## src/rtl/mux4_pkg.sv

```systemverilog
// Shared types and select encodings for the 4-source arbitrated mux.
package mux4_pkg;

    localparam int unsigned SRC_N = 4;
    localparam int unsigned IDX_W = 2;

    typedef enum logic {
        IDLE  = 1'b0,
        GRANT = 1'b1
    } state_t;

    // Downstream mux select, packed as {con1, con2}
    typedef logic [1:0] sel_t;

    localparam sel_t SEL_SRC0 = 2'b00;
    localparam sel_t SEL_SRC1 = 2'b11;
    localparam sel_t SEL_SRC2 = 2'b10;
    localparam sel_t SEL_SRC3 = 2'b01;

    // Map a source index to its {con1, con2} select pair
    function automatic sel_t sel_of(input logic [IDX_W-1:0] idx);
        sel_t sel;
        case (idx)
            2'd0:    sel = SEL_SRC0;
            2'd1:    sel = SEL_SRC1;
            2'd2:    sel = SEL_SRC2;
            default: sel = SEL_SRC3;
        endcase
        return sel;
    endfunction

    // One-hot grant vector for a source index
    function automatic logic [SRC_N-1:0] onehot4(input logic [IDX_W-1:0] idx);
        return SRC_N'(1) << idx;
    endfunction

endpackage

```

## src/rtl/rr_pick4.sv

```systemverilog
// Combinational round-robin picker: first requester above 'last', skipping excluded sources.
module rr_pick4
    import mux4_pkg::*;
(
    input  logic [SRC_N-1:0] req,
    input  logic [IDX_W-1:0] last,
    input  logic [SRC_N-1:0] exclude,
    output logic [IDX_W-1:0] winner_c,
    output logic             found_c
);

    logic [SRC_N-1:0] cand;
    logic [IDX_W-1:0] idx;

    // Scan upward from last+1, wrapping, so 'last' itself is checked last
    always_comb begin
        cand     = req & ~exclude;
        winner_c = '0;
        found_c  = 1'b0;
        idx      = '0;
        for (int unsigned k = 1; k <= SRC_N; k++) begin
            idx = IDX_W'(last + k);
            if (!found_c && cand[idx]) begin
                found_c  = 1'b1;
                winner_c = idx;
            end
        end
    end

endmodule

```

## src/rtl/mux4_arb.sv

```systemverilog
// Round-robin arbiter driving a downstream 4:1 mux, with bounded bursts per grant.
module mux4_arb
    import mux4_pkg::*;
#(
    parameter int unsigned MAX_BEATS = 4
) (
    input  logic             clk,
    input  logic             rst,
    input  logic [SRC_N-1:0] req,
    input  logic             ready,
    output logic [SRC_N-1:0] gnt,
    output logic             con1,
    output logic             con2,
    output logic             valid
);

    localparam int unsigned CNT_W = (MAX_BEATS > 1) ? $clog2(MAX_BEATS) : 1;
    localparam logic [CNT_W-1:0] LAST_BEAT = CNT_W'(MAX_BEATS - 1);

    state_t           state;
    logic [IDX_W-1:0] owner;
    logic [IDX_W-1:0] last_owner;
    logic [CNT_W-1:0] beat_cnt;

    logic [IDX_W-1:0] pick_last_c;
    logic [SRC_N-1:0] pick_excl_c;
    logic [IDX_W-1:0] winner_c;
    logic             found_c;
    logic             beat_c;
    logic             release_c;

    // Picker inputs: fresh arbitration from IDLE, or hand-off excluding the current owner
    always_comb begin
        pick_last_c = last_owner;
        pick_excl_c = '0;
        if (state == GRANT) begin
            pick_last_c = owner;
            pick_excl_c = onehot4(owner);
        end
        beat_c    = valid & ready;
        release_c = (state == GRANT) &&
                    ((beat_c && (beat_cnt == LAST_BEAT)) || !req[owner]);
    end

    rr_pick4 u_pick (
        .req      (req),
        .last     (pick_last_c),
        .exclude  (pick_excl_c),
        .winner_c (winner_c),
        .found_c  (found_c)
    );

    // Arbitration state machine with registered grant/select/valid outputs
    always_ff @(posedge clk) begin
        if (rst) begin
            state      <= IDLE;
            owner      <= 2'd3;
            last_owner <= 2'd3;
            beat_cnt   <= '0;
            gnt        <= '0;
            con1       <= 1'b0;
            con2       <= 1'b0;
            valid      <= 1'b0;
        end else begin
            case (state)
                IDLE: begin
                    if (found_c) begin
                        state        <= GRANT;
                        owner        <= winner_c;
                        beat_cnt     <= '0;
                        gnt          <= onehot4(winner_c);
                        {con1, con2} <= sel_of(winner_c);
                        valid        <= 1'b1;
                    end
                end
                GRANT: begin
                    if (release_c) begin
                        last_owner <= owner;
                        beat_cnt   <= '0;
                        if (found_c) begin
                            owner        <= winner_c;
                            gnt          <= onehot4(winner_c);
                            {con1, con2} <= sel_of(winner_c);
                            valid        <= 1'b1;
                        end else begin
                            state        <= IDLE;
                            gnt          <= '0;
                            {con1, con2} <= 2'b00;
                            valid        <= 1'b0;
                        end
                    end else if (beat_c) begin
                        beat_cnt <= CNT_W'(beat_cnt + 1'b1);
                    end
                end
                default: begin
                    state <= IDLE;
                end
            endcase
        end
    end

endmodule

```

## config.mk

```make
export PLATFORM = sky130hd
export DESIGN_NAME = mux4_arb
export DESIGN_NICKNAME = d
export VERILOG_FILES = /design/src/rtl/mux4_pkg.sv /design/src/rtl/rr_pick4.sv /design/src/rtl/mux4_arb.sv
export SDC_FILE = /design/constraint.sdc
export NUM_CORES = 1
export LEC_CHECK = 0
export ABC_CLOCK_PERIOD_IN_PS = 4150
export CAP_MARGIN = 20
export CORE_MARGIN = 2
export CORE_UTILIZATION = 35
export DETAILED_ROUTE_END_ITERATION = 8
export PLACE_DENSITY = 0.64
export SYNTH_ARGS = -nofsm -noshare
export SYNTH_HDL_FRONTEND = slang
export SYNTH_SLANG_ARGS = --single-unit
```

## constraint.sdc

```tcl
create_clock -name clk -period 4.15 [get_ports clk]
set_clock_uncertainty 0.2 [all_clocks]
set_input_delay 0.83 -clock clk [delete_from_list [all_inputs] [get_ports clk]]
set_output_delay 0.83 -clock clk [all_outputs]
set_load 0.005 [all_outputs]
```

== Word level (Yosys, flattened, before mapping) ==
Cells that the tools add are included.

* Flip-flop bits (word level): 14
* Bits in latches: 0
* RAM bits: 0
* ROM bits: 0
* Input port bits: 7
* Output and inout port bits: 7
* Logic and storage cells: 90
* Memories kept: 0

* Add/sub/neg operators: 5
* Multipliers: 0
* Div/mod/pow operators: 0
* Order comparisons: 5
* Eq/ne operators: 6
* Shifts and indexed selects: 2
* Multiplexer cells: 46
* Bitwise gates (word level): 4
* Reduce and logical (&&, ||, !) cells: 14

{| class="wikitable"
|+ Operators with widths
! operator !! count
|-
| two-way mux 2 bit || 10
|-
| two-way mux 1 bit || 19
|-
| two-way mux 4 bit || 4
|-
| less-than comparator 2 x 3 -> 1 bit (second input constant) || 5
|-
| binary-select mux 1 bit (select 2 bit) || 5
|-
| one-hot mux 1 bit (2 select lines) || 4
|-
| one-hot mux 2 bit (2 select lines) || 2
|-
| one-hot mux 4 bit (2 select lines) || 1
|-
| << shifter 1 x 2 -> 4 bit (first input constant) || 2
|-
| adder 2 x 1 -> 2 bit (second input constant) || 3
|-
| one-hot mux 2 bit (3 select lines) || 1
|-
| AND reduction 2 bit || 3
|-
| logical AND 1 bit || 5
|-
| adder 2 bit (second input constant) || 2
|-
| AND 4 bit || 1
|-
| equality test 2 bit (second input constant) || 2
|-
| zero test 1 bit || 4
|-
| NOT 4 bit || 1
|-
| != test 3 x 1 -> 1 bit (second input constant) || 1
|-
| equality test 2 x 1 -> 1 bit (second input constant) || 1
|-
| zero test 2 bit || 1
|-
| != test 2 x 1 -> 1 bit (second input constant) || 1
|-
| != test 2 bit (second input constant) || 1
|-
| AND 1 bit || 1
|-
| 2 further kinds || 2
|}

== Depth between registers and ports, before layout ==
Gate-level depths: netlist of the first run.

* Depth in word-level cells: 21
* Gate-level depth with buffers: 10
* Gate-level depth less buffers: 8

== Hierarchy ==
Synthesis of the first run repeated with hierarchy kept, for this count alone.

* Cell total of the unflattened synthesis: 102
* Area, all modules: 870.8 um^2

{| class="wikitable"
|+ By module, submodules not included
! module !! times used !! cells an instance !! area an instance (um^2) !! sequential area each (um^2)
|-
| mux4_arb || 1 || 85 || 744.5 || 280.3
|-
| rr_pick4 || 1 || 17 || 126.4 || 0.0
|}

== Worst setup path before layout of the first run ==
No wires, ideal clock.

* Kind: input -> register
* Start: input req[0]
* End: register con1
* Setup time: 0.129 ns
* Arrival time: 2.181 ns
* Data required time: 3.821 ns
* Setup slack: 1.640 ns
* Stages on the path: 8
* Path buffers: 1
* Cell sequence: clkbuf_1 nor4b_1 nor2_1 a32oi_1 nand3_1 ha_1 a2bb2oi_1 nor2_1

* Cells in the longest elaborated chain, start to end: 18
* Elaborated cells on any way between the ends: 39
* Those cells by class: eq/ne (4); mux (23); bitwise (1); reduce/logical (11)

{| class="wikitable"
|+ RTL lines
! element !! RTL line !! RTL
|-
| from (decl) || mux4_arb.sv:9 || <nowiki>input logic [SRC_N-1:0] req,</nowiki>
|-
| AND 4 bit || rr_pick4.sv:17 || <nowiki>cand = req & ~exclude;</nowiki>
|-
| binary-select mux 1 bit (select 2 bit) || rr_pick4.sv:23 || <nowiki>if (!found_c && cand[idx]) begin</nowiki>
|-
| two-way mux 1 bit (not written as such) || rr_pick4.sv:23 ||
|-
| two-way mux 1 bit || rr_pick4.sv:23 ||
|-
| zero test 1 bit || rr_pick4.sv:23 ||
|-
| logical AND 1 bit || rr_pick4.sv:23 ||
|-
| two-way mux 1 bit || rr_pick4.sv:23 ||
|-
| zero test 1 bit || rr_pick4.sv:23 ||
|-
| [... 2 more ...] || - ||
|-
| zero test 1 bit || rr_pick4.sv:23 ||
|-
| logical AND 1 bit || rr_pick4.sv:23 ||
|-
| two-way mux 2 bit || rr_pick4.sv:23 ||
|-
| equality test 2 bit, or another cell as far along || mux4_pkg.sv:23 || <nowiki>case (idx)</nowiki>
|-
| one-hot mux 2 bit (3 select lines) || mux4_pkg.sv:23 ||
|-
| two-way mux 1 bit || mux4_arb.sv:80 || <nowiki>if (found_c) begin</nowiki>
|-
| two-way mux 1 bit || mux4_arb.sv:77 || <nowiki>if (release_c) begin</nowiki>
|-
| one-hot mux 1 bit (2 select lines) || mux4_arb.sv:65 || <nowiki>case (state)</nowiki>
|-
| to (signal assigned) || mux4_arb.sv:72 || <nowiki>{con1, con2} <= sel_of(winner_c);</nowiki>
|-
| to (signal assigned) || mux4_arb.sv:83 || <nowiki>{con1, con2} <= sel_of(winner_c);</nowiki>
|-
| to (decl) || mux4_arb.sv:12 || <nowiki>output logic con1,</nowiki>
|}

Parallel ways exist; a longest one is shown, timed or not. The select of a mux whose other input is x is not followed.
A chain may end at the register's enable or synchronous reset.

== Worst setup path after layout of the first run ==
* Start: input req[1]
* End: register con1

The elaborated chain is that of the path after synthesis.

==> results of run 1 <==
==> critical path, stage by stage <==
cell	delay (ps)
clkdlybuf4s50_1	710
and3b_1	220
o211ai_1	100
a32oi_1	260
nand3_1	210
ha_1	340
a2bb2oi_1	160
nor2_1	50
==> cell usage after synthesis (2+ instances only) <==
| cell | n | share of area [%] |
|---|---|---|
| dfxtp_1 | 14 | 29 |
| nor2_1 | 11 | 4.3 |
| nand2_1 | 7 | 2.7 |
| a21oi_1 | 5 | 2.6 |
| a22oi_1 | 5 | 3.9 |
| ha_1 | 5 | 6.5 |
| mux2i_1 | 5 | 5.2 |
| o21ai_0 | 5 | 2.6 |
| clkbuf_1 | 4 | 1.6 |
| nand3_1 | 4 | 2.1 |
| inv_1 | 3 | 1.2 |
| nand2b_1 | 3 | 1.9 |
| a211o_1 | 2 | 1.8 |
| a32oi_1 | 2 | 1.8 |
| and3_1 | 2 | 1.3 |
| buf_2 | 2 | 1.0 |
| buf_4 | 2 | 1.6 |
| mux2_2 | 2 | 2.3 |
| nor2b_1 | 2 | 1.3 |
| nor3b_1 | 2 | 1.6 |
| o211ai_1 | 2 | 1.6 |
| o21a_1 | 2 | 1.6 |
| o22ai_1 | 2 | 1.3 |
==> power breakdown <==
group          internal [W]  switching, W  leakage [nW]
Clock             0.0000337     0.0000423        0.0138
Sequential         0.000156     0.0000345         0.116
Combinational     0.0000917     0.0000819         0.317
Total              0.000282      0.000159         0.446
==> routing by layer <==
metal / vias up / track usage (%) / routed length [microns] / share of wire (%)
met2: 20 / 22.1 / 962 / 45
li1: 437 / - / - / -
met5: - / 0 / 0 / 0
met3: 5 / 2.30 / 84 / 3.9
met4: 0 / 6.80 / 39 / 1.8
met1: 425 / 18.2 / 1060 / 49
==> sequential cells by signal, indices dropped and copies added (netlist names) <==
name	cells
beat_cnt	2
con1	1
con2	1
gnt	4
last_owner	2
owner	2
state	1
valid	1
==> cell families after synthesis <==
logic type | share of synthesized area, %
fa+ha+maj | 6.49
compound gates | 23.9
simple gates | 24.2
buf+inv | 6.49
flops | 29.1
mux | 9.87
==> area by class of cell <==
cell class | instances | area [sq um] | share of cell area (%)
flip-flops and latches | 14 | 280 | 25.4
clock buffers | 3 | 22.5 | 2.04
well taps | 31 | 38.8 | 3.51
multi-input cells | 88 | 621 | 56.2
repair buffers | 13 | 130 | 11.8
inverters | 3 | 11.3 | 1.02
==> placed cells by master (no fill, tap or decap), types with 2 or more instances in the layout <==
cell type,count
a211o_1,2
a21oi_1,5
a22oi_1,5
a32oi_1,2
and3_1,2
clkbuf_4,3
clkdlybuf4s50_1,13
dfxtp_1,14
ha_1,5
inv_1,3
mux2_2,2
mux2i_1,5
nand2_1,7
nand2b_1,3
nand3_1,4
nor2_1,11
nor2b_1,2
nor3b_1,2
o211ai_1,2
o21a_1,2
o21ai_0,5
o22ai_1,2
==> per-stage QoR <==
stage / cells / power (W) / hold slack (ps) / instance area (sq um) / setup slack (ps)
5_1_grt: 152 / 0.000472 / 300 / 1100 / 1030
3_3_place_gp: 149 / 0.000363 / 245 / 1080 / 1060
3_5_place_dp: 149 / 0.000365 / 268 / 1080 / 957
4_1_cts: 152 / 0.000442 / 279 / 1100 / 1240
6_report: 152 / 0.000441 / 273 / 1100 / 1230
2_1_floorplan: 114 / 0.000314 / 236 / 963 / 1640
==> final timing paths <==
path | to | slack (ps)
min reg2reg | beat_cnt[1] | 270
max | con1 | 1230
min | beat_cnt[1] | 270
max reg2reg | gnt[3] | 1570
==> results.sh, run 1 <==
export IMPL_min_from="beat_cnt[1]"
export IMPL_wl_per_cell_microns=14.1
export IMPL_max_cap_viol_count=0
export IMPL_status="finished, final reports clean"
export IMPL_syn_inst=114
export IMPL_antennaDiodeCount=0
export IMPL_htreeDepth=1
export IMPL_vias=887
export IMPL_portBuffers=13
export IMPL_period_minus_slack_ps=2920
export IMPL_grt_pass1_wl_microns=3600
export IMPL_clock_path_buffers=2
export IMPL_io_pins=14
export IMPL_report_final_slew_viol_count=0
export IMPL_grt_overflow_total=0
export IMPL_hold_path_cell_count=2
export IMPL_ys_ff_latch=14
export IMPL_drt_first_pass_iters=4
export IMPL_syn_nets=126
export IMPL_syn_cell_area_sq_um=963
export IMPL_cts_setup_buffers=0
export IMPL_grt_start_max_net_pins=21
export IMPL_drtIter0Drc=16
export IMPL_dieWidth_microns=56.5
export IMPL_synthFlopType="dfxtp_1"
export IMPL_ctsResizeCount=0
export IMPL_grtUsageTotal_pct=13.9
export IMPL_hold_class="reg -> reg"
export IMPL_worstSetupEndpointType="flip-flop"
export IMPL_cp_max_fo=13
export IMPL_worst_r2r_path_depth=8
export IMPL_required_ps=4110
export IMPL_cts_inserted_buffers=3
export IMPL_wirelength_microns=2150
export IMPL_drc=0
export IMPL_gp_congestion=0.785
export IMPL_cp_arrival_ps=2880
export IMPL_cts_root_buffer="clkbuf_4"
export IMPL_reg2reg_from="state"
export IMPL_vias_per_cell=5.84
export IMPL_start_util_pct=35.9
export IMPL_worstMarginPinSlew_ps=683
export IMPL_core_area_sq_mm=0.00269
export IMPL_die_area_sq_mm=0.00319
export IMPL_cts_tree="yes"
export IMPL_cts_hold_buf=0
export IMPL_cp_startpoint="req[1]"
export IMPL_ys_seq_area_share_pct=29.1
export IMPL_ant_nets=0
export IMPL_setup_viol=0
export IMPL_period_share_pct=70.4
export IMPL_async_flop_share_pct=0
export IMPL_critPathKind="in -> reg"
export IMPL_final_core_util_pct=41.1
export IMPL_hold_viol=0
export IMPL_nFillCells=283
export IMPL_cts_num_sinks=14
export IMPL_relSlewSlack_pct=54.4
export IMPL_die_y_microns=56.5
export IMPL_rsz0062_at_grt="no"
export IMPL_rows=19
export IMPL_cp_start_kind="input pin"
export IMPL_ys_warn_count=0
export IMPL_tns_ps=0
export IMPL_fmax_mhz=342
export IMPL_drive_gt1_share_pct=9.09
export IMPL_antenna_found_initial=0
export IMPL_p_leak_nw=0.446
export IMPL_syn_avg_cell_area_sq_um=8.45
export IMPL_clkTransAtPathRegs_ps=80
export IMPL_synth_edff_count=0
export IMPL_synth_distinct_cells=44
export IMPL_power_density_mw_per_mm2=399
export IMPL_irDropWorstVdd_v=0.000229
export IMPL_clk_latency_ps=280
export IMPL_syn2layout_area_growth_pct=14.5
export IMPL_grt_pass1_vias=835
export IMPL_layout_nets=135
export IMPL_place_hpwl_microns=1480
(Power assumes the default switching activity.)
==> run 2: changes to the inputs <==
- ABC_CLOCK_PERIOD_IN_PS: 4150 -> 3000
- clock period: 4.15 -> 3 ns (I/O delays scaled with it)
==> results.sh, run 2 (synthesis gave the netlist of run 1 again) <==
export IMPL_status="finished, final reports clean"
export IMPL_ant_nets=0
export IMPL_syn2layout_area_growth_pct=15.3
export IMPL_antenna_found_initial=0
export IMPL_tns_ps=0
export IMPL_critPathKind="in -> reg"
export IMPL_cts_hold_buf=0
export IMPL_reg2reg_slack_ps=660
export IMPL_drive_gt1_share_pct=9.84
export IMPL_grt_pass1_vias=801
export IMPL_path_delay_family="simple AND/OR/NAND/NOR gates"
export IMPL_nFillCells=274
export IMPL_cts_inserted_buffers=3
export IMPL_largest_register_ffs=4
export IMPL_relSlewSlack_pct=62.4
export IMPL_hold_viol=0
export IMPL_top_register="gnt"
export IMPL_worst_r2r_path_depth=8
export IMPL_setup_viol=0
export IMPL_worstMarginPinSlew_ps=563
export IMPL_portBuffers=13
export IMPL_rows=19
export IMPL_max_cap_viol_count=0
export IMPL_fin_area_sq_mm=0.00111
export IMPL_drt_first_pass_iters=4
export IMPL_grtUsageTotal_pct=14.7
export IMPL_wl_per_cell_microns=13.8
export IMPL_multi_input_area_sq_um=621
export IMPL_grt_pass1_wl_microns=3730
export IMPL_wirelength_microns=2100
export IMPL_layout_nets=136
export IMPL_clkTransAtPathRegs_ps=80
export IMPL_path_cells="clkdlybuf4s50_1 > nor4b_1 > nor2_1 > a32oi_1 > nand3_1 > ha_1 > a2bb2oi_1 > nor2_1"
export IMPL_period_share_pct=89.2
export IMPL_cp_arrival_ps=2620
export IMPL_cts_root_buffer="clkbuf_4"
export IMPL_die_y_microns=56.5
export IMPL_htreeDepth=1
export IMPL_power_density_mw_per_mm2=547
export IMPL_hold_slack_ps=267
export IMPL_cts_setup_buffers=0
export IMPL_reg2reg_from="owner[0]"
export IMPL_die_area_sq_mm=0.00319
export IMPL_drtIter0Drc=24
export IMPL_final_cell_mix="14 x dfxtp_1, 13 x clkdlybuf4s50_1, 11 x nor2_1, 7 x nand2_1"
export IMPL_fmax_mhz=374
export IMPL_clk_latency_ps=270
export IMPL_cp_start_kind="input pin"
export IMPL_rsz0062_at_grt="no"
export IMPL_irDropWorstVdd_v=0.000361
export IMPL_place_hpwl_microns=1470
export IMPL_path_depth=8
export IMPL_slowest_stage="clkdlybuf4s50_1"
export IMPL_setup_slack_ps=323
export IMPL_worstReg2RegEnd="con1"
export IMPL_cts_num_sinks=14
export IMPL_final_common_cell="dfxtp_1"
export IMPL_p_leak_nw=0.451
export IMPL_crit_top_cell="nor2_1"
export IMPL_grt_start_max_net_pins=16
export IMPL_final_core_util_pct=41.4
export IMPL_clock_path_buffers=2
export IMPL_hold_class="reg -> reg"
export IMPL_grt_overflow_total=0
export IMPL_required_ps=2950
export IMPL_core_area_sq_mm=0.00269
export IMPL_io_pins=14
export IMPL_vias_per_cell=5.64
export IMPL_report_final_slew_viol_count=0
export IMPL_drc=0
export IMPL_cp_buffers_inverters=1
export IMPL_cpPeakStageDelay_ps=600
export IMPL_worstSetupEndpointType="flip-flop"
export IMPL_seqCellArea_sq_um=280
export IMPL_cp_startpoint="req[1]"
export IMPL_dpl_cell_area_sq_mm=0.00109
export IMPL_ctsResizeCount=0
export IMPL_dieWidth_microns=56.5
export IMPL_gp_congestion=0.775
export IMPL_period_minus_slack_ps=2680
export IMPL_cts_tree="yes"
export IMPL_post_place_ws_ps=66.1
export IMPL_cp_max_fo=13
export IMPL_crit_path_end="con1"
export IMPL_start_util_pct=35.9
export IMPL_antennaDiodeCount=0
export IMPL_vias=863
run 2: cell count changes in the layout (fill, tap and decap cells not counted), sizes merged:
cell  delta
buf      +1
run 2: layout make-up:
| class | count | share of cell area [%] |
|---|---|---|
| inverters | 3 | 1.01 |
| well taps | 31 | 3.49 |
| flip-flops and latches | 14 | 25.2 |
| clock buffers | 3 | 2.03 |
| repair buffers | 14 | 12.4 |
| multi-input cells | 88 | 55.9 |
run 2: worst register-to-register path: cells and delay by family, from the launching register on:
family          cells  cell delay [ps]
mux                 1              400
buf+inv             1              130
fa+ha+maj           1              240
simple gates        2              220
compound gates      3              450
flops               1              640
run 2: metal layers:
metal | track usage (%) | routed length [microns]
met1 | 21.2 | 1020
met2 | 21.6 | 972
met3 | 2.07 | 92
met4 | 6.12 | 15
met5 | 0 | 0
run 2: power by group:
part | internal (W) | switching, W | total (W)
registers | 0.000216 | 0.0000424 | 0.000259
logic | 0.000129 | 0.000117 | 0.000246
clock network | 0.0000464 | 0.0000560 | 0.000102
total | 0.000392 | 0.000216 | 0.000607
run 2: how the worst min path moves through the flow:
stage                     start  depth (start not counted)  slack [ps]          end
global route        beat_cnt[1]                          2         290  beat_cnt[1]
global placement    beat_cnt[1]                          2         240  beat_cnt[1]
finish              beat_cnt[1]                          2         270  beat_cnt[1]
detailed placement  beat_cnt[1]                          2         260  beat_cnt[1]
CTS                 beat_cnt[1]                          2         270  beat_cnt[1]
floorplan           beat_cnt[1]                          2         240  beat_cnt[1]
run 2: through the flow:
stage / total power, W / instances
final: 0.000607 / 153
after global routing: 0.000658 / 153
after CTS: 0.000614 / 153
after detailed placement: 0.000507 / 150
after global placement: 0.000505 / 150
after floorplan: 0.000435 / 114
